$ cat config.mk
export PLATFORM = sky130hd
export DESIGN_NAME = prv_trap_ctrl
export DESIGN_NICKNAME = d
export VERILOG_FILES = /design/src/rtl/machine_mode_types_1_12_pkg.sv /design/src/rtl/prv_trap_prio.sv /design/src/rtl/prv_trap_ctrl.sv
export SDC_FILE = /design/constraint.sdc
export NUM_CORES = 1
export LEC_CHECK = 0
export BUFFER_PORTS_ARGS = -buffer_cell sky130_fd_sc_hd__buf_2
export CORE_ASPECT_RATIO = 0.7
export CORE_MARGIN = 5
export CORE_UTILIZATION = 42
export DETAILED_ROUTE_END_ITERATION = 10
export PLACE_DENSITY = 0.79
export SLEW_MARGIN = 10
export SYNTH_ARGS = -nofsm -noshare
export SYNTH_HDL_FRONTEND = slang
export SYNTH_SLANG_ARGS = --single-unit
$ cat constraint.sdc
create_clock -name CLK -period 3.4 [get_ports CLK]
set_clock_uncertainty 0.15 [all_clocks]
set_input_delay 0.68 -clock CLK [delete_from_list [all_inputs] [get_ports CLK]]
set_output_delay 0.68 -clock CLK [all_outputs]
set_load 0.02 [all_outputs]
$ cat src/rtl/machine_mode_types_1_12_pkg.sv
// Shared types and constants for the machine-mode trap sequencer:
// sequencer state enum, mcause code points, the RISC-MGMT cause base and
// small helpers for trap value selection and vector base alignment.
package machine_mode_types_1_12_pkg;

    // Default number of RISC-MGMT extensions (must not exceed 8 so that
    // 24 + index still fits the 5-bit cause code field).
    localparam int NUM_EXTENSIONS = 4;

    // Synchronous exception cause codes
    localparam logic [4:0] EXC_INSN_MAL     = 5'd0;
    localparam logic [4:0] EXC_INSN_FAULT   = 5'd1;
    localparam logic [4:0] EXC_ILLEGAL_INSN = 5'd2;
    localparam logic [4:0] EXC_BREAKPOINT   = 5'd3;
    localparam logic [4:0] EXC_LOAD_MAL     = 5'd4;
    localparam logic [4:0] EXC_LOAD_FAULT   = 5'd5;
    localparam logic [4:0] EXC_STORE_MAL    = 5'd6;
    localparam logic [4:0] EXC_STORE_FAULT  = 5'd7;
    localparam logic [4:0] EXC_ENV_CALL_M   = 5'd11;

    // Machine interrupt cause codes
    localparam logic [4:0] INT_M_SOFT  = 5'd3;
    localparam logic [4:0] INT_M_TIMER = 5'd7;
    localparam logic [4:0] INT_M_EXT   = 5'd11;

    // RISC-MGMT exceptions are reported as base + extension index
    localparam logic [4:0] RMGMT_CAUSE_BASE = 5'd24;

    typedef enum logic [2:0] {
        TRAP_IDLE         = 3'd0,
        TRAP_DRAIN        = 3'd1,
        TRAP_COMMIT       = 3'd2,
        TRAP_REDIRECT     = 3'd3,
        TRAP_RET_DRAIN    = 3'd4,
        TRAP_RET_REDIRECT = 3'd5
    } trap_state_t;

    // Only misaligned/fault exceptions report the faulting address in mtval
    function automatic logic has_tval(input logic is_int, input logic [4:0] code);
        logic res;
        res = 1'b0;
        if (is_int) begin
            res = 1'b0;
        end else begin
            case (code)
                EXC_INSN_MAL, EXC_INSN_FAULT,
                EXC_LOAD_MAL, EXC_LOAD_FAULT,
                EXC_STORE_MAL, EXC_STORE_FAULT: res = 1'b1;
                default:                        res = 1'b0;
            endcase
        end
        return res;
    endfunction

    // Word-aligned base of a vector/return address register
    function automatic logic [31:0] align_word(input logic [31:0] addr);
        return {addr[31:2], 2'b00};
    endfunction

endpackage

$ cat src/rtl/prv_trap_prio.sv
// Combinational trap priority encoder: picks the highest-priority pending
// exception, then RISC-MGMT exception, then qualified machine interrupt,
// and reports {valid, is_int, code}.
module prv_trap_prio
    import machine_mode_types_1_12_pkg::*;
#(
    parameter int NUM_EXT = NUM_EXTENSIONS,
    localparam int EXT_W = (NUM_EXT > 1) ? $clog2(NUM_EXT) : 1
) (
    input  logic             i_fault_insn,
    input  logic             i_mal_insn,
    input  logic             i_illegal_insn,
    input  logic             i_fault_l,
    input  logic             i_mal_l,
    input  logic             i_fault_s,
    input  logic             i_mal_s,
    input  logic             i_breakpoint,
    input  logic             i_env_m,
    input  logic             i_ex_rmgmt,
    input  logic [EXT_W-1:0] i_ex_rmgmt_cause,
    input  logic             i_timer_int,
    input  logic             i_soft_int,
    input  logic             i_ext_int,
    input  logic             i_mtie,
    input  logic             i_msie,
    input  logic             i_meie,
    input  logic             i_mstatus_mie,
    output logic             o_valid,
    output logic             o_is_int,
    output logic [4:0]       o_code
);

    logic       w_ext_q;
    logic       w_soft_q;
    logic       w_timer_q;
    logic [4:0] w_rmgmt_code;

    assign w_ext_q      = i_mstatus_mie & i_meie & i_ext_int;
    assign w_soft_q     = i_mstatus_mie & i_msie & i_soft_int;
    assign w_timer_q    = i_mstatus_mie & i_mtie & i_timer_int;
    assign w_rmgmt_code = RMGMT_CAUSE_BASE + 5'(i_ex_rmgmt_cause);

    // Fixed-priority selection; every exception outranks every interrupt
    always_comb begin
        o_valid  = 1'b1;
        o_is_int = 1'b0;
        o_code   = 5'd0;
        if (i_breakpoint) begin
            o_code = EXC_BREAKPOINT;
        end else if (i_fault_insn) begin
            o_code = EXC_INSN_FAULT;
        end else if (i_illegal_insn) begin
            o_code = EXC_ILLEGAL_INSN;
        end else if (i_mal_insn) begin
            o_code = EXC_INSN_MAL;
        end else if (i_env_m) begin
            o_code = EXC_ENV_CALL_M;
        end else if (i_mal_s) begin
            o_code = EXC_STORE_MAL;
        end else if (i_mal_l) begin
            o_code = EXC_LOAD_MAL;
        end else if (i_fault_s) begin
            o_code = EXC_STORE_FAULT;
        end else if (i_fault_l) begin
            o_code = EXC_LOAD_FAULT;
        end else if (i_ex_rmgmt) begin
            o_code = w_rmgmt_code;
        end else if (w_ext_q) begin
            o_is_int = 1'b1;
            o_code   = INT_M_EXT;
        end else if (w_soft_q) begin
            o_is_int = 1'b1;
            o_code   = INT_M_SOFT;
        end else if (w_timer_q) begin
            o_is_int = 1'b1;
            o_code   = INT_M_TIMER;
        end else begin
            o_valid  = 1'b0;
            o_is_int = 1'b0;
            o_code   = 5'd0;
        end
    end

endmodule

$ cat src/rtl/prv_trap_ctrl.sv
// Trap and mret sequencer for the privilege block. Detects a trap in IDLE,
// latches mcause/mepc/mtval, waits for the pipeline to drain, commits the
// CSR write plus mstatus push, then redirects fetch to the trap vector.
// mret drains, pops mstatus and redirects to mepc.
// Optional feature macro: PRV_TRAP_VECTORED_EN (vectored interrupt targets
// when mtvec[1:0]==2'b01); when undefined the target is always the base.
module prv_trap_ctrl
    import machine_mode_types_1_12_pkg::*;
#(
    parameter int NUM_EXT = NUM_EXTENSIONS,
    localparam int EXT_W = (NUM_EXT > 1) ? $clog2(NUM_EXT) : 1
) (
    input  logic             CLK,
    input  logic             nRST,
    input  logic             fault_insn,
    input  logic             mal_insn,
    input  logic             illegal_insn,
    input  logic             fault_l,
    input  logic             mal_l,
    input  logic             fault_s,
    input  logic             mal_s,
    input  logic             breakpoint,
    input  logic             env_m,
    input  logic             ex_rmgmt,
    input  logic [EXT_W-1:0] ex_rmgmt_cause,
    input  logic             timer_int,
    input  logic             soft_int,
    input  logic             ext_int,
    input  logic             mtie,
    input  logic             msie,
    input  logic             meie,
    input  logic             mstatus_mie,
    input  logic             ret,
    input  logic             pipe_clear,
    input  logic [31:0]      epc,
    input  logic [31:0]      badaddr,
    input  logic [31:0]      mtvec,
    input  logic [31:0]      mepc_r,
    output logic             intr,
    output logic             insert_pc,
    output logic [31:0]      priv_pc,
    output logic             trap_we,
    output logic [31:0]      mcause_w,
    output logic [31:0]      mepc_w,
    output logic [31:0]      mtval_w,
    output logic             mstatus_push,
    output logic             mstatus_pop,
    output logic             busy
);

    trap_state_t r_state;
    trap_state_t w_next;

    logic        w_valid;
    logic        w_is_int;
    logic [4:0]  w_code;
    logic        w_take;
    logic [31:0] w_target;
    logic [31:0] w_priv_pc_nxt;
    logic        w_unused;

    logic        r_trap_we;
    logic        r_push;
    logic        r_pop;
    logic        r_insert;
    logic        r_intr_hold;
    logic        r_busy;
    logic [31:0] r_priv_pc;
    logic [31:0] r_mcause;
    logic [31:0] r_mepc;
    logic [31:0] r_mtval;

    prv_trap_prio #(
        .NUM_EXT (NUM_EXT)
    ) u_prio (
        .i_fault_insn     (fault_insn),
        .i_mal_insn       (mal_insn),
        .i_illegal_insn   (illegal_insn),
        .i_fault_l        (fault_l),
        .i_mal_l          (mal_l),
        .i_fault_s        (fault_s),
        .i_mal_s          (mal_s),
        .i_breakpoint     (breakpoint),
        .i_env_m          (env_m),
        .i_ex_rmgmt       (ex_rmgmt),
        .i_ex_rmgmt_cause (ex_rmgmt_cause),
        .i_timer_int      (timer_int),
        .i_soft_int       (soft_int),
        .i_ext_int        (ext_int),
        .i_mtie           (mtie),
        .i_msie           (msie),
        .i_meie           (meie),
        .i_mstatus_mie    (mstatus_mie),
        .o_valid          (w_valid),
        .o_is_int         (w_is_int),
        .o_code           (w_code)
    );

    // Trap requests only count while idle; ret loses to a simultaneous trap
    assign w_take = (r_state == TRAP_IDLE) && w_valid;

`ifdef PRV_TRAP_VECTORED_EN
    assign w_target = ((mtvec[1:0] == 2'b01) && r_mcause[31])
                    ? (align_word(mtvec) + {25'd0, r_mcause[4:0], 2'b00})
                    : align_word(mtvec);
`else
    assign w_target = align_word(mtvec);
`endif

    // Mode bits of the vector/return registers are don't-care here
    assign w_unused = ^{mtvec[1:0], mepc_r[1:0]};

    // Next-state selection for the trap / return sequence
    always_comb begin
        w_next = r_state;
        case (r_state)
            TRAP_IDLE: begin
                if (w_valid) begin
                    w_next = TRAP_DRAIN;
                end else if (ret) begin
                    w_next = TRAP_RET_DRAIN;
                end else begin
                    w_next = TRAP_IDLE;
                end
            end
            TRAP_DRAIN: begin
                if (pipe_clear) begin
                    w_next = TRAP_COMMIT;
                end else begin
                    w_next = TRAP_DRAIN;
                end
            end
            TRAP_COMMIT:   w_next = TRAP_REDIRECT;
            TRAP_REDIRECT: w_next = TRAP_IDLE;
            TRAP_RET_DRAIN: begin
                if (pipe_clear) begin
                    w_next = TRAP_RET_REDIRECT;
                end else begin
                    w_next = TRAP_RET_DRAIN;
                end
            end
            TRAP_RET_REDIRECT: w_next = TRAP_IDLE;
            default:           w_next = TRAP_IDLE;
        endcase
    end

    // Redirect target to present in the cycle the next state is entered
    always_comb begin
        w_priv_pc_nxt = 32'd0;
        case (w_next)
            TRAP_REDIRECT:     w_priv_pc_nxt = w_target;
            TRAP_RET_REDIRECT: w_priv_pc_nxt = align_word(mepc_r);
            default:           w_priv_pc_nxt = 32'd0;
        endcase
    end

    // State register plus strobes registered from the next state
    always_ff @(posedge CLK or negedge nRST) begin
        if (!nRST) begin
            r_state     <= TRAP_IDLE;
            r_trap_we   <= 1'b0;
            r_push      <= 1'b0;
            r_pop       <= 1'b0;
            r_insert    <= 1'b0;
            r_intr_hold <= 1'b0;
            r_busy      <= 1'b0;
            r_priv_pc   <= 32'd0;
        end else begin
            r_state     <= w_next;
            r_trap_we   <= (w_next == TRAP_COMMIT);
            r_push      <= (w_next == TRAP_COMMIT);
            r_pop       <= (w_next == TRAP_RET_REDIRECT);
            r_insert    <= (w_next == TRAP_REDIRECT) || (w_next == TRAP_RET_REDIRECT);
            r_intr_hold <= (w_next == TRAP_DRAIN) || (w_next == TRAP_COMMIT) ||
                           (w_next == TRAP_REDIRECT);
            r_busy      <= (w_next != TRAP_IDLE);
            r_priv_pc   <= w_priv_pc_nxt;
        end
    end

    // Capture CSR write data on the detection edge
    always_ff @(posedge CLK or negedge nRST) begin
        if (!nRST) begin
            r_mcause <= 32'd0;
            r_mepc   <= 32'd0;
            r_mtval  <= 32'd0;
        end else if (w_take) begin
            r_mcause <= {w_is_int, 26'd0, w_code};
            r_mepc   <= epc;
            r_mtval  <= has_tval(w_is_int, w_code) ? badaddr : 32'd0;
        end else begin
            r_mcause <= r_mcause;
            r_mepc   <= r_mepc;
            r_mtval  <= r_mtval;
        end
    end

    assign intr         = r_intr_hold | w_take;
    assign insert_pc    = r_insert;
    assign priv_pc      = r_priv_pc;
    assign trap_we      = r_trap_we;
    assign mcause_w     = r_mcause;
    assign mepc_w       = r_mepc;
    assign mtval_w      = r_mtval;
    assign mstatus_push = r_push;
    assign mstatus_pop  = r_pop;
    assign busy         = r_busy;

endmodule
==> summary.md <==
| Metric | Value |
|---|---|
| Status | completed |
| Initial antenna violation count | 0 |
| Reg2Reg Depth | 4 |
| Fin. max-slew vios | 0 |
| # diodes | 0 |
| Core area | ~10000 µm² |
| Synth warn | 0 |
| Area Growth Syn to Fin | 35.1% |
| PortBufs | roughly 250 |
| Commonest non-fill, non-tap cells in the layout | buf_2 (251), dfrtp_1 (108), a22o_1 (36) |
| H-tree Lvls | 3 |
| DR iter-0 viols | approximately 170 |
| Post-synth EDFFs | 0 |
| Commonest register cell after synthesis | dfrtp_1 |
| Critical path arrival | 2.15 ns |
| Fin crit period | about 3.0 ns |
| Detailed placement HPWL | ~9300 µm |
| Register Area | between 2000 and 3000 µm² |
| Starting Density | 0.430 |
| Critical path required time | roughly 2.6 ns |
| Maximum capacitance violations | 0 |
| Commonest non-fill, non-tap cell in the layout | buf_2 |
| Clk slew on worst S/H paths | around 0.070 ns |
| Die area | 12800 µm² |
| Site Rows | 31 |
| VDD IR-drop max | 0.000296 V |
| Hold/Removal Path Class | in2async |
| R2R setup slack | 1.22 ns |
| Crit. Startpoint | mal_insn |
| Power Dens Cells | about 900 nW/µm² |
| Setup Crit Path Kind | in2out |
| Fin worst setup slack | about 0.42 ns |
| Routed Antenna Nets | 0 |
| Setup violators final | 0 |
| Die Wd | approximately 130 µm |
| Largest net degree at the start of global routing | 68 |
| Via density per instance | between 4 and 5 |
| Post-CTS Hold Buffers | 0 |
| Seq/Total Area, Yosys | 0.607 |
| Dpl ws | ~0.43 ns |
| DR vias | around 3500 |
| Final count of hold timing violations | 0 |
| Number of fill cells | between 800 and 900 |
| Post-Syn Area per Cell | 13.7 µm² |
| I/O Pins | 285 |
| Synth Register Bits | between 100 and 150 |
| Crit. End Element | primary output |
| Final #Nets | just over 700 |
| Fmax | 336 MHz |
| Vias in the first global route | 3564 |
| Setup Buffers After CTS | 0 |
| Clk Tree Root Cell | clkbuf_16 |
| Startpoint types | input pin |
| Avg WL per Cell | around 17 µm |
| Post_cts resized | 0 |
| Layout cells sized above 1 | 0.596 |
| Slew margin rel. | 0.431 |
| GR Util All Layers | 0.184 |
| GRT overflow | 0 |
| GPL Wtd Cong | 0.771 |
| CP Capture Point | intr |
| Yosys cell types | 42 |
| Total wire length | 12100 µm |
| RSZ-0062 raised after global routing | no |
| CTS tree | built |
| Worst Tran Pin Value | around 0.85 ns |
| Reg-to-Reg End | mepc_w[14] |
| Netlist Area Pre-Place | roughly 4400 µm² |
| CTS Sinks | about 110 |
| Setup Total Neg Slack | 0 ns |
| DR pass1 iterations | 4 |
| Post-synthesis async set-or-reset flop share | 1.00 |
| First-pass GRT wire length | 18500 µm |
| Critical-path maximum fanout | 4 |
| Mapped Cells | 325 |
| DRC violations left | 0 |
| Multi-input combinational cell area | roughly 1500 µm² |
| CTS max path bufs | 2 |
| Worst skew pair latency | 0.33 ns |
| Die height | 96.1 µm |
| R2r startpoint | r_state[0] |
| CTS Buf Count | 9 |
| Tcrit/Tclk final | 0.875 |
| P_leak | roughly 3.3 nW |
[worst min-delay path by stage]
stage,from,to,depth (start not counted)
final,nRST,mtval_w[13],1
after global routing,mepc_w[9],mepc_w[9],1
after CTS,nRST,mtval_w[13],1
after detailed placement,mcause_w[4],mcause_w[4],2
after global placement,mcause_w[1],mcause_w[1],2
after floorplan,nRST,busy,0
[cells by family after synthesis]
family | synth area share
compound gates | 0.173
buf+inv | 0.0782
flops | 0.607
mux | 0.0835
other cells | 0.000843
simple gates | 0.0571
[registers in the layout (all words and copies together), names as in the netlist]
signal	flops
priv_pc	30
r_intr_hold	1
insert_pc	1
mstatus_push	1
mtval_w	32
mstatus_pop	1
mcause_w	6
mepc_w	32
busy	1
r_state	3
[critical path, cell delays in order]
cell,delay (ns)
buf_2,0.12
or4_4,0.59
nor4_4,0.31
a21o_2,0.21
nand2b_1,0.07
buf_2,0.17
[cells in the mapped netlist, drive strengths merged (3+ instances only)]
master / instances / share of area
dfrtp: 108 / 0.61
a22o: 63 / 0.13
buf: 40 / 0.069
mux2: 33 / 0.084
nor2: 14 / 0.013
nand2: 11 / 0.0093
clkbuf: 9 / 0.0076
o21ai: 6 / 0.0076
nor3: 5 / 0.0056
a21oi: 4 / 0.0045
nor4: 3 / 0.0076
[per-layer routing]
metal  track usage  vias up  wire length (µm)
met5             0        -                 0
met4        0.0580        0               193
met3        0.0569       21              1020
met2         0.314      185              6040
met1         0.228     1660              4810
li1              -     1639                 -
[final cells by class]
cell class | instances | share of cell area
Clock buffer | 10 | 0.0381
Inverter | 2 | 0.00125
Timing Repair Buffer | 258 | 0.220
Multi-Input combinational cell | 193 | 0.252
Clock inverter | 6 | 0.0121
Tap cell | 132 | 0.0275
Sequential cell | 108 | 0.450
[report_power, final]
group,switching [mW],internal [mW]
registers,0.254,1.79
clock network,0.466,0.581
logic,1.36,0.935
total,2.08,3.30
[metrics by stage]
stage	total power, mW	instances	hold slack (ns)	area, µm²	utilization
after floorplan	3.60	352	0.234	4550	-
after global placement	4.30	693	0.316	5710	0.551
after detailed placement	4.38	693	0.322	5710	0.551
after CTS	5.45	709	0.322	6010	0.580
after global routing	5.70	709	0.364	6010	0.580
final	5.38	709	0.295	6010	0.580
(Power assumes the default switching activity.)
